[config.mk]
export PLATFORM = sky130hd
export DESIGN_NAME = spi_slave_if
export DESIGN_NICKNAME = d
export VERILOG_FILES = /design/src/rtl/spi_pkg.sv /design/src/rtl/spi_piso.sv /design/src/rtl/spi_slave_if.sv
export SDC_FILE = /design/constraint.sdc
export NUM_CORES = 1
export LEC_CHECK = 0
export CAP_MARGIN = 20
export CORE_ASPECT_RATIO = 1.2
export CORE_MARGIN = 2
export CORE_UTILIZATION = 54
export DETAILED_ROUTE_END_ITERATION = 7
export PLACE_DENSITY = 0.79
export RECOVER_POWER = 50
export SLEW_MARGIN = 20
export SYNTH_ARGS = -nofsm -noshare
export SYNTH_HDL_FRONTEND = slang
export SYNTH_SLANG_ARGS = --single-unit
[constraint.sdc]
create_clock -name clk -period 2.1 [get_ports clk]
set_clock_uncertainty 0.05 [all_clocks]
set_input_delay 0.42 -clock clk [delete_from_list [all_inputs] [get_ports clk]]
set_output_delay 0.42 -clock clk [all_outputs]
set_load 0.01 [all_outputs]
[src/rtl/spi_pkg.sv]
`default_nettype none
// ============================================================================
//  Module      : spi_pkg
//  Description : Shared types and constants for the SPI slave front end.
//  Revision    : 1.0 - initial release
// ============================================================================
package spi_pkg;

    localparam int FRAME_W = 10;
    localparam int DATA_W  = 8;

    localparam logic [1:0] OP_WR_ADDR = 2'b00;
    localparam logic [1:0] OP_WR_DATA = 2'b01;
    localparam logic [1:0] OP_RD_ADDR = 2'b10;
    localparam logic [1:0] OP_RD_DATA = 2'b11;

    typedef enum logic [2:0] {
        IDLE      = 3'd0,
        CHK_CMD   = 3'd1,
        WRITE     = 3'd2,
        READ_ADD  = 3'd3,
        READ_DATA = 3'd4
    } spi_state_t;

endpackage
`default_nettype wire

[src/rtl/spi_piso.sv]
`default_nettype none
// ============================================================================
//  Module      : spi_piso
//  Description : Load/shift-out register driving MISO, MSB first, idles at 0.
//  Revision    : 1.0 - initial release
// ============================================================================
module spi_piso #(
    parameter int W = 8
) (
    input  logic         clk,
    input  logic         rst,
    input  logic         clear,
    input  logic         load,
    input  logic [W-1:0] din,
    output logic         dout
);

    localparam int LW = $clog2(W);

    logic [W-1:0]  r_sreg;
    logic [LW-1:0] r_left;
    logic          r_out;

    // The MSB goes straight to the output on load so it appears the cycle after
    // the latch; r_left then counts the remaining bits still in r_sreg.
    always_ff @(posedge clk) begin
        if (rst || clear) begin
            r_sreg <= '0;
            r_left <= '0;
            r_out  <= 1'b0;
        end else if (load) begin
            r_sreg <= {din[W-2:0], 1'b0};
            r_left <= LW'(W - 1);
            r_out  <= din[W-1];
        end else if (r_left != '0) begin
            r_sreg <= {r_sreg[W-2:0], 1'b0};
            r_left <= r_left - 1'b1;
            r_out  <= r_sreg[W-1];
        end else begin
            r_out  <= 1'b0;
        end
    end

    assign dout = r_out;

endmodule
`default_nettype wire

[src/rtl/spi_slave_if.sv]
`default_nettype none
// ============================================================================
//  Module      : spi_slave_if
//  Description : SPI slave turning MOSI frames into RAM command words and
//                returning RAM read data on MISO.
//  Revision    : 1.0 - initial release
// ============================================================================
module spi_slave_if #(
    parameter int FRAME_W = spi_pkg::FRAME_W,
    parameter int DATA_W  = spi_pkg::DATA_W
) (
    input  logic               clk,
    input  logic               rst,
    input  logic               SS_n,
    input  logic               MOSI,
    output logic               MISO,
    output logic [FRAME_W-1:0] rx_data,
    output logic               rx_valid,
    input  logic [DATA_W-1:0]  tx_data,
    input  logic               tx_valid
);

    import spi_pkg::*;

    localparam int CW = $clog2(FRAME_W);
    localparam logic [CW-1:0] c_last_idx = CW'(FRAME_W - 2);

    spi_state_t         r_state;
    logic [CW-1:0]      r_cnt;
    logic [FRAME_W-2:0] r_shift;
    logic               r_done;
    logic               r_tx_taken;
    logic               r_rd_addr_seen;
    logic [FRAME_W-1:0] r_rx_data;
    logic               r_rx_valid;

    logic w_piso_load;
    logic w_piso_clear;

    // Read data is accepted once per frame, only after the read-data command went out.
    assign w_piso_load  = (r_state == READ_DATA) && r_done && !r_tx_taken && tx_valid && !SS_n;
    assign w_piso_clear = (r_state != READ_DATA) || SS_n;

    always_ff @(posedge clk) begin
        if (rst) begin
            r_state        <= IDLE;
            r_cnt          <= '0;
            r_shift        <= '0;
            r_done         <= 1'b0;
            r_tx_taken     <= 1'b0;
            r_rd_addr_seen <= 1'b0;
            r_rx_data      <= '0;
            r_rx_valid     <= 1'b0;
        end else begin
            r_rx_valid <= 1'b0;
            case (r_state)
                IDLE: begin
                    r_cnt      <= '0;
                    r_done     <= 1'b0;
                    r_tx_taken <= 1'b0;
                    if (!SS_n) begin
                        r_state <= CHK_CMD;
                    end
                end
                CHK_CMD: begin
                    if (SS_n) begin
                        r_state <= IDLE;
                    end else begin
                        r_shift <= {{(FRAME_W-2){1'b0}}, MOSI};
                        r_cnt   <= '0;
                        if (!MOSI) begin
                            r_state <= WRITE;
                        end else if (r_rd_addr_seen) begin
                            r_state <= READ_DATA;
                        end else begin
                            r_state <= READ_ADD;
                        end
                    end
                end
                WRITE, READ_ADD, READ_DATA: begin
                    if (SS_n) begin
                        r_state    <= IDLE;
                        r_cnt      <= '0;
                        r_done     <= 1'b0;
                        r_tx_taken <= 1'b0;
                    end else if (!r_done) begin
                        if (r_cnt == c_last_idx) begin
                            r_rx_data  <= {r_shift, MOSI};
                            r_rx_valid <= 1'b1;
                            r_done     <= 1'b1;
                            if (r_state == READ_ADD) begin
                                r_rd_addr_seen <= 1'b1;
                            end else if (r_state == READ_DATA) begin
                                r_rd_addr_seen <= 1'b0;
                            end
                        end else begin
                            r_shift <= {r_shift[FRAME_W-3:0], MOSI};
                            r_cnt   <= r_cnt + 1'b1;
                        end
                    end else if (w_piso_load) begin
                        r_tx_taken <= 1'b1;
                    end
                end
                default: begin
                    r_state <= IDLE;
                end
            endcase
        end
    end

    spi_piso #(
        .W (DATA_W)
    ) u_piso (
        .clk   (clk),
        .rst   (rst),
        .clear (w_piso_clear),
        .load  (w_piso_load),
        .din   (tx_data),
        .dout  (MISO)
    );

    assign rx_data  = r_rx_data;
    assign rx_valid = r_rx_valid;

endmodule
`default_nettype wire

==> impl_metrics.py <==
metrics = {
    "floorplan": {
        "dieArea_mm2": 0.003921,
        "fp.dieH_um": 68.19,
        "coreArea_mm2": 0.003309,
        "io_pins": 25,
        "start_util_pct": 56.03,
        "row_count": 23,
        "die_w_um": 57.50,
    },
    "grt": {
        "gr-total-overflow": 0,
        "antenna_found_initial": 0,
        "grt_max_degree": 21,
        "grt_pass1_vias": 1376,
        "grt_pass1_wl_um": 6168,
        "grt_usage_pct": 20.57,
    },
    "synthesis": {
        "synthFlopType": "dfxtp_1",
        "synthCells": 199,
        "ys_seq_area_share_pct": 44.26,
        "async_flop_share_pct": 0,
        "synth_area_mm2": 0.001854,
        "yosys_register_bits": 41,
        "syn_area_per_cell_um2": 9.318,
        "syn_nets": 216,
        "synth-edff-count": 0,
        "ys_types": 40,
        "yosysWarningCount": 0,
    },
    "timing": {
        "min_period_ns": 1.937,
        "fmaxAchievable_mhz": 516.3,
        "setup_viol_count_final": 0,
        "worst_slew_pin_slew_ns": 0.7040,
        "hold_ws_ns": 0.4336,
        "slew_headroom_pct": 53.07,
        "rsz0062_at_grt": "no",
        "final-hold-violation-count": 0,
        "fin_ws_ns": 0.1631,
        "slew_viol_final": 0,
        "period_share_pct": 92.23,
        "setup_tns_ns": 0,
    },
    "hold_path": {
        "min_from": "r_shift[4]",
        "hp-class": "flop to flop",
    },
    "cts": {
        "postCtsSetupBuffers": 0,
        "clk_pin_slew_ns": 0.08,
        "numCtsBuffers": 5,
        "cts_max_level": 2,
        "cts_tree": "done",
        "clock_sinks": 41,
        "cts_hold_buf": 0,
        "clock_latency_ns": 0.29,
        "cts-resized-gates": 0,
        "clk_path_buf_depth": 2,
        "clockRootBuffer": "clkbuf_8",
    },
    "routing": {
        "first_iter_violations": 56,
        "vias_per_cell": 5.646,
        "drt_pass1_iterations": 4,
        "ant_nets": 0,
        "avgRoutedWirePerCell_um": 14.21,
        "routed_wl_um": 3736,
        "vias": 1485,
        "drc": 0,
    },
    "final_layout": {
        "drive_gt1_share_pct": 9.292,
        "final_area_mm2": 0.002280,
        "antenna_cells": 0,
        "final_common_cell": "dfxtp_1",
        "finalNetCount": 242,
        "postLayoutCoreUtil_pct": 68.88,
        "fin_cells": 263,
        "layout_common_cells": "dfxtp_1, mux2i_1, nor2_1",
        "area_growth_syn_to_layout_pct": 22.94,
    },
    "placed_design": {
        "port_buffers": 24,
        "pre_cts_ws_ns": 0.06660,
        "dp_hpwl_um": 2643,
        "finalWeightedCongestion": 0.8025,
        "placed_cells": 255,
        "place_area_mm2": 0.002160,
    },
    "setup_path": {
        "worstReg2RegStart": "r_state[2]",
        "endpoint_kind": "flop",
        "reg2reg_slack_ns": 0.16,
        "crit_fanout": 9,
        "cp-startpoint": "r_state[2]",
        "setup.worst_path.start_class": "flop",
        "required_ns": 2.26,
        "cp.arrival_ns": 2.10,
        "crit_type": "flop to flop",
    },
    "power_and_ir_drop": {
        "power_leakage_nw": 0.9938,
        "vdd_drop_max_uv": 645.4,
        "p_per_area_mw_per_mm2": 712.9,
        "power_mw": 1.625,
    },
    "job": {
        "cap_violations": 0,
    },
    "status": {
        "status": "finished, final reports clean",
    },
}
## worst max-delay path, cell delays in order, from the launching register on
cell and delay (ns):
dfxtp_1 0.47, or3b_1 0.45, a21oi_1 0.61, nand2_1 0.10, mux2i_1 0.17
## per-layer routing
layer  track usage, %  vias to the layer above  part of all wire, %  routed length [um]
li1                 -                      736                    -                   -
met1            23.12                      719                   41                1523
met2            37.50                       26                   55                2044
met3            4.915                        4                  3.2                 121
met4            7.849                        0                  1.3                  47
met5                0                        -                    0                   0
## layout make-up
cell class	count	area, um^2
fill	265	1030
multi-input combinational	142	960.9
sequential	41	820.8
timing repair buffer	30	295.3
clock buffer	5	68.82
clock inverter	3	68.82
tap	37	46.29
inverter	5	18.77
## cell usage after synthesis, drive strengths merged, types with 2 or more instances
master   n  area, um^2
dfxtp   41       820.8
mux2i   26       260.3
nor2    25       93.84
nand2   15       56.30
nand2b  15       93.84
a21oi   13       76.33
a211oi   8       80.08
clkbuf   6       22.52
buf      5       28.78
inv      5       18.77
ha       4       50.05
nor2b    4       25.02
o21ai    4       20.02
nand3    3       15.01
a311oi   2       17.52
and2     2       12.51
nor3     2       10.01
or3      2       12.51
## cells by family (layout without fill, tap and decap cells)
family	after synthesis	count (layout)	share of synthesized area (%)
AND/OR/NAND/NOR	76	76	20.72
adder cells (fa/ha/maj)	4	4	2.699
multiplexers	26	26	14.04
AO/OA/AOI/OAI	35	35	14.04
buffers and inverters	16	43	3.779
XOR/XNOR	1	1	0.4724
flip-flops	41	41	44.26
## registers in the layout, indices dropped and copies added (netlist names)
signal          flops
rx_valid            1
r_state             3
u_piso.dout         1
u_piso.r_sreg       7
r_tx_taken          1
r_done              1
u_piso.r_left       3
r_cnt               4
rx_data            10
r_shift             9
r_rd_addr_seen      1
## power breakdown
part	internal [mW]	switching [mW]
clock	0.478	0.285
sequential	0.780	0.00561
combinational	0.0424	0.0337
## worst paths after layout
check,endpoint,cells past startpoint
worst max-delay path,r_shift[3],4
worst min-delay path,r_shift[5],2
worst max register to register,r_shift[3],4
worst min register to register,r_shift[5],2
Power figures use the tool's default switching activity.
==> RTL edit 1: new RTL, config.mk and constraints unchanged <==
Set the package constant `FRAME_W` to 20 (it was 10).
--- a/src/rtl/spi_pkg.sv
+++ b/src/rtl/spi_pkg.sv
@@ -7,5 +7,5 @@
 package spi_pkg;
 
-    localparam int FRAME_W = 10;
+    localparam int FRAME_W = 20;
     localparam int DATA_W  = 8;
 
Interface: changed (resized rx_data); port bits go from 25 to 35. No check against the original RTL was run, so the function may have changed too.
==> RTL edit 1 against the original RTL <==
Worst hold slack got worse by 0.029 ns. Die area increased by 48%. Critical path type unchanged. Total power increased by 35%. Highest routed layer unchanged. Sequential cell count increased by 21. Wire length increased by 62%. Cell area increased by 51%. Setup slack got worse by 0.081 ns. Synthesized area increased by 52%. Via count increased by 66%.
==> RTL edit 1: results (changes against the original RTL) <==
Hold Path Class - flop to flop (unchanged)
CP startpoint - r_cnt[1] (was r_state[2])
drt first-iter violations - 122 (was 56)
distinct cell type count after synthesis - 46 (was 40)
Largest register FFs - 20 (was 10)
status - finished clean (unchanged)
sequential share of the synthesized area - 0.4413 (was 0.4426)
Crit path largest cell delay - 0.56 ns (was 0.61 ns)
layout cells sized above 1 - 0.1401 (was 0.09292)
Post-DP HPWL - 4.087 mm (was 2.643 mm)
Setup Buffers After CTS - 0 (unchanged)
Post-synth top cells - 62 x dfxtp_1, 50 x a21oi_1, 47 x nand2_1, 22 x nand3_1, 18 x o2111ai_1 (was 41 x dfxtp_1, 26 x mux2i_1, 25 x nor2_1, 15 x nand2_1, 15 x nand2b_1)
Max clock buf depth - 2 (unchanged)
top-area cell type share of the netlist area - 0.4413 (was 0.4426)
PortBufs - 34 (was 24)
min-delay src - rx_data[9] (was r_shift[4])
initial antenna violation count - 0 (unchanged)
clk_lat worst skew - 0.33 ns (was 0.29 ns)
Via Count - 2458 (was 1485)
fill count - 414 (was 265)
Leak - 0.001217 uW (was 0.0009938 uW)
most area-consuming cells after synthesis - dfxtp_1 44%, a21oi_1 8.9%, nand2_1 6.3%, o2111ai_1 5.6%, nand3_1 3.9% (was dfxtp_1 44%, mux2i_1 14%, nand2b_1 5.1%, nor2_1 5.1%, a21oi_1 3.2%)
gp weighted congestion - 0.8271 (was 0.8025)
family with the most delay on the worst path - compound AO/OA/AOI/OAI gates (unchanged)
Crit Path Max Fanout - 4 (was 9)
Total GRT Usage - 0.2120 (was 0.2057)
Ant. Diodes - 0 (unchanged)
clk root buf - clkbuf_8 (unchanged)
Post-Syn Nets - 335 (was 216)
Crit-path slowest cell - or4bb_1 (was a21oi_1)
FFs w/ async S/R, synth - 0 (unchanged)
first-pass GRT wire length - 10.25 mm (was 6.168 mm)
Inserted Clock Buffers - 9 (was 5)
VDD IR-drop max - 0.4538 mV (was 0.6454 mV)
clock slew at reported path FFs - 0.07 ns
Final #Nets - 376 (was 242)
WL/cell - 14.27 um (was 14.21 um)
WP data arrival - 2.19 ns (was 2.10 ns)
vias in the first global route - 2295 (was 1376)
measured slew at the worst slew-check pin - 0.5923 ns (was 0.7040 ns)
Placement Cell Area - 3263 um^2 (was 2160 um^2)
H-tree Lvls - 3 (was 2)
==> RTL edit 1: changes by cell type in the layout (fill, tap and decap cells not counted), moves of 18 or more <==
cell and change:
nand2_1 +32, dfxtp_1 +21, o2111ai_1 +18, nand3_1 +19, mux2i_1 -19, a21oi_1 +38
==> RTL edit 1: repair_timing <==
action,4_1_cts,5_1_grt
gates resized for setup,1,3
hold buffers,0,0
endpoints found under the setup margin,1,20
==> RTL edit 1: worst register-to-register path, cell delays in order (launching register included) <==
cell       delay, ns
dfxtp_1         0.38
ha_1            0.19
or4bb_1         0.56
a2111oi_4       0.28
a31oi_1         0.16
a2111oi_2       0.29
==> RTL edit 1: area by class of cell <==
cell class,count,area (um^2),share of cell area
multi-input cells,219,1379,0.4017
flip-flops and latches,62,1241,0.3616
repair buffers,60,543.0,0.1582
clock buffers,12,145.1,0.04229
well taps,60,75.07,0.02187
inverters,7,26.28,0.007656
clock inverters,4,22.52,0.006562
==> RTL edit 1: logic make-up (layout without fill, tap and decap cells) <==
kind of cell               Yosys count  after routing  synth area share
buffers and inverters               37             83           0.07072
AOI/OAI and AO/OA                   99             99            0.2558
and+or+nand+nor                    106            106            0.1793
xor gates and xnor gates             2              2          0.006229
DFF                                 62             62            0.4413
adders and majority gates            4              4           0.01779
muxes                                8              8           0.02892
==> RTL edit 1: power by group <==
group,switching [uW],total (uW),internal [uW]
Combinational,69.6,119,49.7
Sequential,1.62,1180,1180
Clock,444,899,455
Total,516,2200,1680
==> RTL edit 1: per-layer routing <==
metal  vias up  share of wire  track usage
met5         -              0            0
met4         0         0.0098      0.07692
met3         6          0.037      0.05097
met2        41           0.50       0.3472
met1      1173           0.45       0.2707
li1       1238              -            -
==> RTL edit 1: stage by stage <==
step                      setup slack (ns)  instances  TNS [ns]    util  hold slack (ns)
after CTS                          0.02403        424         0  0.6896           0.4095
after floorplan                     0.1457        318         0       -           0.3821
after global routing              0.003674        424         0  0.6899           0.4240
final                              0.08169        424         0  0.6899           0.4048
after detailed placement          -0.08580        408    -1.332  0.6559           0.3994
after global placement            -0.05422        408    -1.066  0.6559           0.3933
==> RTL edit 1: worst paths after layout <==
path,end,slack [ns],cells after the start
worst max-delay path,r_rd_addr_seen,0.08,5
worst min-delay path,rx_data[9],0.40,2
worst max register to register,r_rd_addr_seen,0.08,5
worst min register to register,rx_data[9],0.40,2
==> RTL edit 2: new RTL, same settings <==
Made on the original files. Make the reset (`rst`) asynchronous in one clocked block.
--- a/src/rtl/spi_slave_if.sv
+++ b/src/rtl/spi_slave_if.sv
@@ -42,5 +42,5 @@
     assign w_piso_clear = (r_state != READ_DATA) || SS_n;
 
-    always_ff @(posedge clk) begin
+    always_ff @(posedge clk or posedge rst) begin
         if (rst) begin
             r_state        <= IDLE;
Behaviour: same outputs for any inputs over 10 cycles, from zero or initial values and one cycle with rst high; that may be too few to reach the edited logic, so the function may still have changed.
==> RTL edit 2 against the original RTL <==
Sequential cell count did not move. Cell area rose by 0.99%. Largest cell class is now sequential cells. Global-route usage fell by 1.2 points. Synthesized area rose by 3.6%. Wire length fell by 3.6%. Fmax fell by 1.7%. Highest routed layer unchanged. Setup slack got worse by 0.033 ns. Sequential share of layout area rose by 6.2 points. Critical path type unchanged.
Power is not compared: it rests on default switching activity, and its combinational part moved more than twofold at a synthesized area within 25%.
==> RTL edit 2: results (changes against the original RTL) <==
multi-input gates - 115 (was 142)
XOR/XNOR share of the synthesized area - 0.009115 (was 0.004723)
met2 Resource Use GR - 0.3059 (was 0.3750)
Logic inverters - 11 (was 5)
most area-consuming cells after synthesis - dfrtp_1 39%, dfxtp_1 11%, mux2_2 6.4%, mux2i_1 4.7%, a22o_1 4.1% (was dfxtp_1 44%, mux2i_1 14%, nand2b_1 5.1%, nor2_1 5.1%, a21oi_1 3.2%)
bufs w/o clock - 33 (was 30)
Crit path largest cell delay - 0.40 ns (was 0.61 ns)
layout cells sized above 1 - 0.1587 (was 0.09292)
Crit-path slowest cell - dfrtp_1 (was a21oi_1)
slew margin rel. - 0.5215 (was 0.5307)
pre-CTS setup slack - -0.1385 ns (was 0.06660 ns)
distinct cell type count after synthesis - 42 (was 40)
WHS - 0.4497 ns (was 0.4336 ns)
status - finished clean (unchanged)
reg-to-reg slack, setup - 0.13 ns (was 0.16 ns)
gp weighted congestion - 0.8643 (was 0.8025)
first-pass GRT wire length - 6.085 mm (was 6.168 mm)
GR Layer Usage met1 - 0.2479 (was 0.2312)
Adder-Cell Fraction of Synth Area - 0.03125 (was 0.02699)
sequential share of the synthesized area - 0.5052 (was 0.4426)
FFs w/ async S/R, synth - 0.7317 (was 0)
Post-Syn Nets - 193 (was 216)
most frequent cell after synthesis - dfrtp_1 (was dfxtp_1)
Clock Buffer Count - 6 (was 5)
Clock-cell share - 0.03967 (was 0.06037)
sequential cell area share - 0.4217 (was 0.3600)
Post-synth top cells - 30 x dfrtp_1, 14 x nand2_1, 12 x nor2_1 (was 41 x dfxtp_1, 26 x mux2i_1, 25 x nor2_1, 15 x nand2_1, 15 x nand2b_1)
Post-DP HPWL - 2.672 mm (was 2.643 mm)
Detailed Route WL - 3.601 mm (was 3.736 mm)
TritonRoute pass-1 iters - 4 (unchanged)
area of the multi-input gates - 847.1 um^2 (was 960.9 um^2)
NonClk Buf Share - 0.1326 (was 0.1295)
drt via density - 5.710 (was 5.646)
Final #Nets - 224 (was 242)
Total GRT Usage - 0.1936 (was 0.2057)
largest net degree at the start of global routing - 31 (was 21)
vias in the first global route - 1358 (was 1376)
max frequency - 507.5 MHz (was 516.3 MHz)
fill count - 279 (was 265)
post-synthesis mux area share - 0.1113 (was 0.1404)
post-CTS resize count - 0 (unchanged)
==> RTL edit 2: cell types whose count changed after synthesis, sizes merged, moves of 3 or more <==
cell    delta
a21oi      -5
a22o       +9
clkbuf     -3
dfrtp     +30
dfxtp     -30
inv        +6
mux2      +11
mux2i     -17
nand2b    -13
nor2      -13
nor2b      -4
o21ai      +4
==> RTL edit 2: metal layers <==
layer | wire (um) | part of all wire
met2 | 1757 | 0.49
met1 | 1583 | 0.44
met5 | 0 | 0
met4 | 102 | 0.028
met3 | 157 | 0.044
==> RTL edit 2: report_power, final <==
| part | leakage (uW) | switching [uW] | total, uW | internal, uW |
|---|---|---|---|---|
| logic | 0.000497 | 106 | 209 | 103 |
| registers | 0.000496 | 43.7 | 875 | 831 |
| clock network | 0.0000486 | 260 | 520 | 260 |
==> RTL edit 2: final timing paths <==
| path | from | end | depth (start not counted) |
|---|---|---|---|
| worst min-delay path | rx_data[9] | rx_data[9] | 1 |
| worst min register to register | rx_data[9] | rx_data[9] | 1 |
| min in group asynchronous | rst | rx_data[9] | 3 |
| max in group asynchronous | rst | r_cnt[2] | 3 |
| worst max-delay path | r_cnt[0] | r_shift[0] | 6 |
| worst max register to register | r_cnt[0] | r_shift[0] | 6 |
==> RTL edit 2: per-stage QoR <==
| stage | cells | util | area [um^2] | setup TNS, ns |
|---|---|---|---|---|
| floorplan | 176 | - | 1922 | 0 |
| global placement | 237 | 0.6574 | 2213 | -0.04138 |
| detailed placement | 237 | 0.6574 | 2213 | -1.173 |
| CTS | 245 | 0.6845 | 2305 | 0 |
| global route | 245 | 0.6838 | 2302 | 0 |
| finish | 245 | 0.6838 | 2302 | 0 |
